--- src/rtl/axil_req_sequencer_if.sv ---
// axil_req_sequencer_if: request/completion handshake plus the level-strobe port
// towards the AXI-Lite master. The sequencer uses the slave modport, a requester the master one.
interface axil_req_sequencer_if;
  logic        req_valid;
  logic        req_ready;
  logic        req_write;
  logic [31:0] req_addr;
  logic [3:0]  req_be;
  logic [31:0] req_data;
  logic [7:0]  req_tag;

  logic        cpl_valid;
  logic        cpl_ready;
  logic [7:0]  cpl_tag;
  logic        cpl_write;
  logic [31:0] cpl_data;
  logic [1:0]  cpl_status;

  logic [31:0] rd_addr;
  logic [3:0]  rd_be;
  logic        rd_en;
  logic [31:0] rd_data;
  logic        rd_data_valid;

  logic [31:0] wr_addr;
  logic [3:0]  wr_be;
  logic [31:0] wr_data;
  logic        wr_en;
  logic        wr_busy;
  logic        wr_done;

  modport slave (
    input  req_valid, req_write, req_addr, req_be, req_data, req_tag,
    input  cpl_ready, rd_data, rd_data_valid, wr_done,
    output req_ready, cpl_valid, cpl_tag, cpl_write, cpl_data, cpl_status,
    output rd_addr, rd_be, rd_en, wr_addr, wr_be, wr_data, wr_en, wr_busy
  );

  modport master (
    output req_valid, req_write, req_addr, req_be, req_data, req_tag,
    output cpl_ready, rd_data, rd_data_valid, wr_done,
    input  req_ready, cpl_valid, cpl_tag, cpl_write, cpl_data, cpl_status,
    input  rd_addr, rd_be, rd_en, wr_addr, wr_be, wr_data, wr_en, wr_busy
  );
endinterface

--- src/rtl/axil_req_sequencer.sv ---
// axil_req_sequencer: accepts one dword request at a time, drives the master's level strobes and
// returns a tagged completion. Define AXIL_REQ_TIMEOUT_EN to enable the forced-error watchdog.
module axil_req_sequencer #(
  parameter int TIMEOUT_CYCLES = 1024,
  parameter int TO_CNT_W       = 16
) (
  input  logic                M_AXI_ACLK,
  input  logic                M_AXI_ARESET,
  axil_req_sequencer_if.slave bus,
  output logic [TO_CNT_W-1:0] stale_cnt
);

  localparam logic [2:0] S_IDLE    = 3'd0;
  localparam logic [2:0] S_RD_WAIT = 3'd1;
  localparam logic [2:0] S_WR_WAIT = 3'd2;
  localparam logic [2:0] S_CPL     = 3'd3;
  localparam logic [2:0] S_GAP     = 3'd4;

  localparam logic [1:0] ST_OK      = 2'b00;
  localparam logic [1:0] ST_TIMEOUT = 2'b10;

  if (TIMEOUT_CYCLES < 1 || TIMEOUT_CYCLES > (2 ** TO_CNT_W) - 1) begin : g_cfg_err
    $error("TIMEOUT_CYCLES must be in 1 .. 2**TO_CNT_W-1");
  end

  logic [2:0]          r_state;
  logic [2:0]          w_state_nxt;
  logic                r_req_ready;
  logic                r_write;
  logic [31:0]         r_addr;
  logic [3:0]          r_be;
  logic [31:0]         r_wdata;
  logic [7:0]          r_tag;
  logic                r_rd_en;
  logic                r_wr_en;
  logic                r_cpl_valid;
  logic [31:0]         r_cpl_data;
  logic [1:0]          r_cpl_status;
  logic [TO_CNT_W-1:0] r_stale_cnt;

  logic w_accept;
  logic w_in_wait;
  logic w_rd_resp;
  logic w_wr_resp;
  logic w_resp;
  logic w_expire;
  logic w_stale;

  assign w_accept  = bus.req_valid & r_req_ready;
  assign w_in_wait = (r_state == S_RD_WAIT) || (r_state == S_WR_WAIT);
  assign w_rd_resp = (r_state == S_RD_WAIT) & bus.rd_data_valid;
  assign w_wr_resp = (r_state == S_WR_WAIT) & bus.wr_done;
  assign w_resp    = w_rd_resp | w_wr_resp;
  // Any pulse that does not match the current wait state is a late or spurious response.
  assign w_stale   = (bus.rd_data_valid & ~w_rd_resp) | (bus.wr_done & ~w_wr_resp);

`ifdef AXIL_REQ_TIMEOUT_EN
  logic [TO_CNT_W-1:0] r_to_cnt;

  always_ff @(posedge M_AXI_ACLK or posedge M_AXI_ARESET) begin
    if (M_AXI_ARESET) begin
      r_to_cnt <= '0;
    end else if (w_accept) begin
      r_to_cnt <= '0;
    end else if (w_in_wait) begin
      r_to_cnt <= r_to_cnt + TO_CNT_W'(1);
    end
  end

  // A response in the expiry cycle takes priority: w_resp is checked first when completing.
  assign w_expire = w_in_wait && (r_to_cnt == TO_CNT_W'(TIMEOUT_CYCLES - 1));
`else
  assign w_expire = 1'b0;
`endif

  always_comb begin
    // NOTE: default assignment first so no path leaves w_state_nxt unassigned (no latch).
    w_state_nxt = r_state;
    case (r_state)
      S_IDLE:    if (w_accept) w_state_nxt = bus.req_write ? S_WR_WAIT : S_RD_WAIT;
      S_RD_WAIT: if (w_rd_resp || w_expire) w_state_nxt = S_CPL;
      S_WR_WAIT: if (w_wr_resp || w_expire) w_state_nxt = S_CPL;
      S_CPL:     if (bus.cpl_ready) w_state_nxt = S_GAP;
      S_GAP:     w_state_nxt = S_IDLE;
      default:   w_state_nxt = S_IDLE;
    endcase
  end

  // NOTE: all state uses non-blocking assignments so every register samples pre-edge values.
  always_ff @(posedge M_AXI_ACLK or posedge M_AXI_ARESET) begin
    if (M_AXI_ARESET) begin
      r_state      <= S_IDLE;
      r_req_ready  <= 1'b0;
      r_write      <= 1'b0;
      r_addr       <= '0;
      r_be         <= '0;
      r_wdata      <= '0;
      r_tag        <= '0;
      r_rd_en      <= 1'b0;
      r_wr_en      <= 1'b0;
      r_cpl_valid  <= 1'b0;
      r_cpl_data   <= '0;
      r_cpl_status <= ST_OK;
    end else begin
      r_state     <= w_state_nxt;
      // Registered from the next state so every output is low while reset is held.
      r_req_ready <= (w_state_nxt == S_IDLE);
      r_rd_en     <= (w_state_nxt == S_RD_WAIT);
      r_wr_en     <= (w_state_nxt == S_WR_WAIT);

      if (w_accept) begin
        r_write <= bus.req_write;
        r_addr  <= bus.req_addr;
        r_be    <= bus.req_be;
        r_wdata <= bus.req_data;
        r_tag   <= bus.req_tag;
      end

      if (w_in_wait && (w_state_nxt == S_CPL)) begin
        r_cpl_valid  <= 1'b1;
        r_cpl_data   <= w_rd_resp ? bus.rd_data : 32'h0;
        r_cpl_status <= w_resp ? ST_OK : ST_TIMEOUT;
      end else if ((r_state == S_CPL) && bus.cpl_ready) begin
        r_cpl_valid <= 1'b0;
      end
    end
  end

  always_ff @(posedge M_AXI_ACLK or posedge M_AXI_ARESET) begin
    if (M_AXI_ARESET) begin
      r_stale_cnt <= '0;
    end else if (w_stale && (r_stale_cnt != '1)) begin
      r_stale_cnt <= r_stale_cnt + TO_CNT_W'(1);
    end
  end

  assign bus.req_ready  = r_req_ready;
  assign bus.cpl_valid  = r_cpl_valid;
  assign bus.cpl_tag    = r_tag;
  assign bus.cpl_write  = r_write;
  assign bus.cpl_data   = r_cpl_data;
  assign bus.cpl_status = r_cpl_status;
  assign bus.rd_addr    = r_addr;
  assign bus.rd_be      = r_be;
  assign bus.rd_en      = r_rd_en;
  assign bus.wr_addr    = r_addr;
  assign bus.wr_be      = r_be;
  assign bus.wr_data    = r_wdata;
  assign bus.wr_en      = r_wr_en;
  assign bus.wr_busy    = r_wr_en;
  assign stale_cnt      = r_stale_cnt;

endmodule
--- src/flat_wrapper.sv ---
// flat-port wrapper written by rule: the top's interface ports become plain ports
module axil_req_sequencer_flat 
#(
  parameter int TIMEOUT_CYCLES = 1024,
  parameter int TO_CNT_W       = 16
)
  (M_AXI_ACLK, M_AXI_ARESET, stale_cnt, bus_req_valid, bus_req_write, bus_req_addr, bus_req_be, bus_req_data, bus_req_tag, bus_cpl_ready, bus_rd_data, bus_rd_data_valid, bus_wr_done, bus_req_ready, bus_cpl_valid, bus_cpl_tag, bus_cpl_write, bus_cpl_data, bus_cpl_status, bus_rd_addr, bus_rd_be, bus_rd_en, bus_wr_addr, bus_wr_be, bus_wr_data, bus_wr_en, bus_wr_busy);
  axil_req_sequencer_if bus_i ();
  input  logic M_AXI_ACLK;
  input  logic M_AXI_ARESET;
  output logic [TO_CNT_W-1:0] stale_cnt;
  input wire logic [$bits(bus_i.req_valid)-1:0] bus_req_valid;
  input wire logic [$bits(bus_i.req_write)-1:0] bus_req_write;
  input wire logic [$bits(bus_i.req_addr)-1:0] bus_req_addr;
  input wire logic [$bits(bus_i.req_be)-1:0] bus_req_be;
  input wire logic [$bits(bus_i.req_data)-1:0] bus_req_data;
  input wire logic [$bits(bus_i.req_tag)-1:0] bus_req_tag;
  input wire logic [$bits(bus_i.cpl_ready)-1:0] bus_cpl_ready;
  input wire logic [$bits(bus_i.rd_data)-1:0] bus_rd_data;
  input wire logic [$bits(bus_i.rd_data_valid)-1:0] bus_rd_data_valid;
  input wire logic [$bits(bus_i.wr_done)-1:0] bus_wr_done;
  output wire logic [$bits(bus_i.req_ready)-1:0] bus_req_ready;
  output wire logic [$bits(bus_i.cpl_valid)-1:0] bus_cpl_valid;
  output wire logic [$bits(bus_i.cpl_tag)-1:0] bus_cpl_tag;
  output wire logic [$bits(bus_i.cpl_write)-1:0] bus_cpl_write;
  output wire logic [$bits(bus_i.cpl_data)-1:0] bus_cpl_data;
  output wire logic [$bits(bus_i.cpl_status)-1:0] bus_cpl_status;
  output wire logic [$bits(bus_i.rd_addr)-1:0] bus_rd_addr;
  output wire logic [$bits(bus_i.rd_be)-1:0] bus_rd_be;
  output wire logic [$bits(bus_i.rd_en)-1:0] bus_rd_en;
  output wire logic [$bits(bus_i.wr_addr)-1:0] bus_wr_addr;
  output wire logic [$bits(bus_i.wr_be)-1:0] bus_wr_be;
  output wire logic [$bits(bus_i.wr_data)-1:0] bus_wr_data;
  output wire logic [$bits(bus_i.wr_en)-1:0] bus_wr_en;
  output wire logic [$bits(bus_i.wr_busy)-1:0] bus_wr_busy;
  assign bus_i.req_valid = bus_req_valid;
  assign bus_i.req_write = bus_req_write;
  assign bus_i.req_addr = bus_req_addr;
  assign bus_i.req_be = bus_req_be;
  assign bus_i.req_data = bus_req_data;
  assign bus_i.req_tag = bus_req_tag;
  assign bus_i.cpl_ready = bus_cpl_ready;
  assign bus_i.rd_data = bus_rd_data;
  assign bus_i.rd_data_valid = bus_rd_data_valid;
  assign bus_i.wr_done = bus_wr_done;
  assign bus_req_ready = bus_i.req_ready;
  assign bus_cpl_valid = bus_i.cpl_valid;
  assign bus_cpl_tag = bus_i.cpl_tag;
  assign bus_cpl_write = bus_i.cpl_write;
  assign bus_cpl_data = bus_i.cpl_data;
  assign bus_cpl_status = bus_i.cpl_status;
  assign bus_rd_addr = bus_i.rd_addr;
  assign bus_rd_be = bus_i.rd_be;
  assign bus_rd_en = bus_i.rd_en;
  assign bus_wr_addr = bus_i.wr_addr;
  assign bus_wr_be = bus_i.wr_be;
  assign bus_wr_data = bus_i.wr_data;
  assign bus_wr_en = bus_i.wr_en;
  assign bus_wr_busy = bus_i.wr_busy;
  axil_req_sequencer #(.TIMEOUT_CYCLES(TIMEOUT_CYCLES), .TO_CNT_W(TO_CNT_W)) u_core (.M_AXI_ACLK(M_AXI_ACLK), .M_AXI_ARESET(M_AXI_ARESET), .bus(bus_i), .stale_cnt(stale_cnt));
endmodule
--- config.mk ---
export PLATFORM = sky130hd
export DESIGN_NAME = axil_req_sequencer_flat
export DESIGN_NICKNAME = d
export VERILOG_FILES = /design/src/rtl/axil_req_sequencer_if.sv /design/src/rtl/axil_req_sequencer.sv /design/src/flat_wrapper.sv
export SDC_FILE = /design/constraint.sdc
export NUM_CORES = 1
export LEC_CHECK = 0
export BUFFER_PORTS_ARGS = -buffer_cell sky130_fd_sc_hd__buf_2
export CELL_PAD_IN_SITES_DETAIL_PLACEMENT = 0
export CELL_PAD_IN_SITES_GLOBAL_PLACEMENT = 1
export CORE_ASPECT_RATIO = 0.5
export CORE_MARGIN = 2
export CORE_UTILIZATION = 31
export DETAILED_ROUTE_END_ITERATION = 10
export GPL_TIMING_DRIVEN = 0
export PLACE_DENSITY = 0.85
export SETUP_SLACK_MARGIN = 0.5
export SLEW_MARGIN = 20
export SYNTH_ARGS = -nofsm -noshare
export SYNTH_HDL_FRONTEND = slang
export SYNTH_SLANG_ARGS = --single-unit
--- constraint.sdc ---
create_clock -name M_AXI_ACLK -period 4.62 [get_ports M_AXI_ACLK]
set_input_delay 0.924 -clock M_AXI_ACLK [delete_from_list [all_inputs] [get_ports M_AXI_ACLK]]
set_output_delay 0.924 -clock M_AXI_ACLK [all_outputs]
set_load 0.005 [all_outputs]
After elaboration in Yosys (flattened, before gate mapping):

Cells that the tools add are included.

* input bits: 115
* flip-flop bits (word level): 134
* word-level logic and storage cells: 47

* eq/ne operators: 7
* reduce and logical (&&, ||, !) cells: 7
* $add $sub $neg: 1
* bitwise operators: 9
* muxes and demuxes: 10

Operator list (number)
* $mux W32: 1
* $add A16 B1 Y16 const B: 1
* $ne A16 B16 Y1 const B: 1
* $eq A3 B2 Y1 const B: 4
* $mux W3: 4
* $pmux W3 S4: 1
* $eq A3 B1 Y1 const B: 2
* $logic_not A3 Y1: 2
* $and A1 B1 Y1: 5
* $mux W2: 2
* $logic_and A1 B1 Y1: 3
* $mux W1: 2
* $not A1 Y1: 2
* $or A1 B1 Y1: 2
* $reduce_bool A2 Y1: 1
* $logic_or A1 B1 Y1: 1

Depth between registers and ports, before layout:

* depth in word-level cells: 7
* gate-level depth with buffers: 7

Worst setup path before layout:

OpenSTA, ideal clock, no wires.

* path type: input-to-reg
* start point: in bus_req_valid
* end point: reg u_core.r_addr[18] (netlist: u_core.bus.rd_addr[18])
* stages on the path: 5
* setup time: 125 ps
* slack: 2350 ps
* data required time: 4495 ps
* path buffers: 3
* arrival time: 2145 ps
* path through: and2_1 clkbuf_1 clkbuf_1 buf_2 mux2_2

* longest elaborated chain between the ends: 1

Ends and longest elaborated chain
* start: declaration: RTL line flat_wrapper.sv:12 `input wire logic [$bits(bus_i.req_valid)-1:0] bus_req_valid;`
* $and A1 B1 Y1: RTL line axil_req_sequencer.sv:49 `assign w_accept = bus.req_valid & r_req_ready;`
* end signal: assignment: RTL line axil_req_sequencer.sv:113 `r_addr <= bus.req_addr;`
* end: declaration: RTL line axil_req_sequencer.sv:30 `logic [31:0] r_addr;`

Every way passes these cells.
A chain may end at the register's enable or synchronous reset.

Worst setup path after layout:

* start point: in bus_req_valid
* end point: reg u_core.r_wdata[6] (netlist: u_core.bus.wr_data[6])

* longest elaborated chain between the ends: 1

Ends and longest elaborated chain
* $and A1 B1 Y1: RTL line axil_req_sequencer.sv:49
* end signal: assignment: RTL line axil_req_sequencer.sv:115 `r_wdata <= bus.req_data;`
* end: declaration: RTL line axil_req_sequencer.sv:32 `logic [31:0] r_wdata;`

Every way passes these cells.

==> results by group <==
Min path
  – Hold Crit Start: u_core.bus.cpl_status[1]$_DFFE_PP0P_
  – Cell depth of the worst hold path: 1
  – Min-delay worst type: reg2reg
  – WHS Endpoint: u_core.bus.cpl_status[1]$_DFFE_PP0P_

Die
  – FP Rows: 34
  – Die Width: 191 µm
  – Die area: 0.0187 mm²
  – DIE HEIGHT: 97.7 µm
  – Core Box Area: 0.0173 mm²
  – I/O pins: 283
  – Starting Density: 0.315

STA
  – RSZ-0062 raised after global routing: no
  – Max Clock Skew: 11.2 ps
  – Fin Hold WS: 488 ps
  – Min cycle time layout: 2370 ps
  – Final Hold Fails: 0
  – Worst-Margin Slew: 640 ps
  – Final Cycle Share: 0.514
  – Slew headroom: 0.573
  – Max Slew Vio Count: 0
  – Final setup viols: 0
  – Post-Route Setup TNS: 0 ps
  – F_max: 0.421 GHz

Synthesis
  – Mapped Nets: 499
  – EDFF count, synth: 0
  – Synthesized instance count: 383
  – Top cell type's share of synthesized area: 0.612
  – Post-synth top flop: dfrtp_1
  – Seq/Total Area, Yosys: 0.612
  – Asr flop ratio synth: 1.00
  – Ys Warns: 0
  – Leading area contributor after synthesis: dfrtp_1
  – Syn_area_per_cell: 14.2 µm²
  – #FFs+latches synth: 133
  – Top cells by area, synth: dfrtp_1, mux2_2, buf_4, a22o_1, xor2_1
  – Synth Cell Area: 0.00544 mm²
  – Most frequent cell after synthesis: dfrtp_1
  – Yosys cell types: 37
  – Commonest cells in the netlist: dfrtp_1, mux2_2, buf_4

Final layout
  – Net total in the final layout: 803
  – Final Util: 0.452
  – Layout area overhead: 43.5%
  – Share of cells above drive strength 1: 0.637
  – Filler cells: 1647

Clock network
  – Clock transition at the registers of the reported paths: 60 ps
  – Post-CTS Repair Setup Buffers: 0
  – H-tree Lvls: 4
  – Clk Latency, worst-skew pair: 410 ps
  – Sink Count: 133
  – Resized Gates After CTS: 0
  – Hold buffers post-CTS: 0
  – TritonCTS Buffers: 17
  – Longest Clk Path Bufs: 2
  – CTS tree: yes
  – CTS root buffer: clkbuf_16

Detailed routing
  – Drt pass-1 iters: 4
  – Wire length per cell: 15.6 µm
  – Post-DRT Antenna Nets: 0
  – Vias per cell: 4.49
  – # DRC: 0
  – Via count: 4196
  – Final WL: 14500 µm
  – Iter 0 DRT Violations: 147

Power and ir drop
  – Combinational share of power: 0.371
  – Power per cell area: 693 mW/mm²
  – Switch share: 0.319
  – Sequential share of power: 0.381
  – Internal power: 3.68 mW
  – Worst vdd ir: 0.000264 V
  – Pwr Total: 5.41 mW
  – Sw power: 1.73 mW
  – Lkg Pwr: 3.98 nW
  – Clock power share: 0.247

Critical path
  – Reg-to-reg endpoint: u_core.bus.wr_data[6]$_DFFE_PP0P_
  – CP max FO: 10
  – Req. time, crit path: 4910 ps
  – Worst Setup Start Kind: input port
  – CP Data Arrival Time: 2670 ps
  – Origin of the critical flop-to-flop path: u_core.bus.req_ready$_DFF_PP0_
  – Worst Reg-to-Reg Cells: 5
  – CP Class: in2reg
  – CP endpoint kind: register
  – Worst reg-to-reg setup slack: 2500 ps

GRT
  – Number of global-route vias before repair: 4279
  – Wire length of the first global-routing pass: 22500 µm
  – Gr ovfl total: 0
  – Initial antenna violation count: 1
  – GRT Total Usage: 0.157
  – Largest net degree at the start of global routing: 35

Run status
  – Status: complete, no violations

Run
  – MaxCap Viol Count: 0

Place
  – Post-DP HPWL: 11100 µm
  – Final RePlAce weighted congestion: 0.820
  – Number of port buffers: 281
[layout by cell type, fill, tap and decap left out, types with 3 or more instances in the layout]
cell / count
a22o_1: 32
buf_12: 4
buf_2: 287
buf_4: 38
clkbuf_1: 15
clkbuf_16: 17
clkinv_2: 3
clkinv_4: 4
clkinvlp_4: 3
dfrtp_1: 133
inv_6: 3
mux2_2: 77
nand2_1: 6
nand3_1: 6
nand4_1: 5
nor2_1: 5
nor2b_1: 3
nor3_1: 7
nor4_1: 4
nor4b_1: 3
or3_1: 3
xnor2_1: 4
xor2_1: 11
[area by class of cell]
type                            count  area (µm²)  share of cell area
Sequential cell                   133        3330               0.426
Multi-Input combinational cell    189        1730               0.222
Timing Repair Buffer              285        1490               0.190
Clock buffer                       18         429              0.0550
Buffer                             58         368              0.0471
Tap cell                          234         293              0.0375
Clock inverter                     14         151              0.0194
Inverter                            3        15.0             0.00192
Antenna cell                        1        2.50            0.000321
[how the worst max path moves through the flow]
stage                   from                            endpoint  slack, ps  cells past startpoint
2_1_floorplan   M_AXI_ARESET  u_core.bus.cpl_data[0]$_DFFE_PP0P_       2040                      1
3_3_place_gp    M_AXI_ARESET  u_core.bus.wr_data[15]$_DFFE_PP0P_       1170                      2
3_5_place_dp   bus_req_valid   u_core.bus.wr_data[6]$_DFFE_PP0P_       1780                      6
4_1_cts        bus_req_valid   u_core.bus.wr_data[6]$_DFFE_PP0P_       2210                      6
5_1_grt        bus_req_valid   u_core.bus.wr_data[5]$_DFFE_PP0P_       2130                      6
6_report       bus_req_valid   u_core.bus.wr_data[6]$_DFFE_PP0P_       2250                      6
[power by group through the flow]
stage / clock, mW / sequential [mW] / combinational [mW]
after floorplan: 0 / 2.08 / 1.05
after global placement: 0 / 2.06 / 1.98
after detailed placement: 0 / 2.08 / 2.04
after CTS: 1.38 / 2.07 / 2.05
after global routing: 1.44 / 2.14 / 2.19
final: 1.34 / 2.06 / 2.01
[kinds of logic (layout without fill, tap and decap cells)]
family	Yosys count	after routing	synth area share
flip-flops	133	133	0.612
multiplexers	78	78	0.161
buffers and inverters	61	378	0.0697
AND/OR/NAND/NOR	56	56	0.0708
AO/OA/AOI/OAI	38	38	0.0593
XOR/XNOR	15	15	0.0241
adder cells (fa/ha/maj)	1	1	0.00230
other	1	2	0.000689
[flip-flops by register name (all words and copies together), names as in the netlist, 3 cells and up]
| signal | cells |
|---|---|
| u_core.bus.wr_data | 32 |
| u_core.bus.cpl_tag | 8 |
| u_core.stale_cnt | 16 |
| u_core.bus.cpl_data | 32 |
| u_core.bus.rd_addr | 32 |
| u_core.bus.rd_be | 4 |
| u_core.r_state | 3 |
[critical path, stage by stage]
cell	delay (ps)
buf_2	70
and2_1	110
clkbuf_1	350
clkbuf_1	470
buf_2	370
mux2_2	370
[routing by layer]
layer	vias to the layer above	track usage	part of all wire
met5	-	0	0
met4	0	0.0692	0.024
met3	25	0.0318	0.036
met2	98	0.276	0.53
met1	2122	0.185	0.41
li1	1951	-	-
[per-stage QoR]
step / worst slack, ps / instance area [µm²] / cells
detailed placement: 1780 / 7220 / 902
global route: 2130 / 7810 / 935
global placement: 1170 / 7140 / 898
floorplan: 2040 / 5450 / 383
CTS: 2210 / 7800 / 934
finish: 2250 / 7810 / 935
Power figures use the tool's default switching activity.
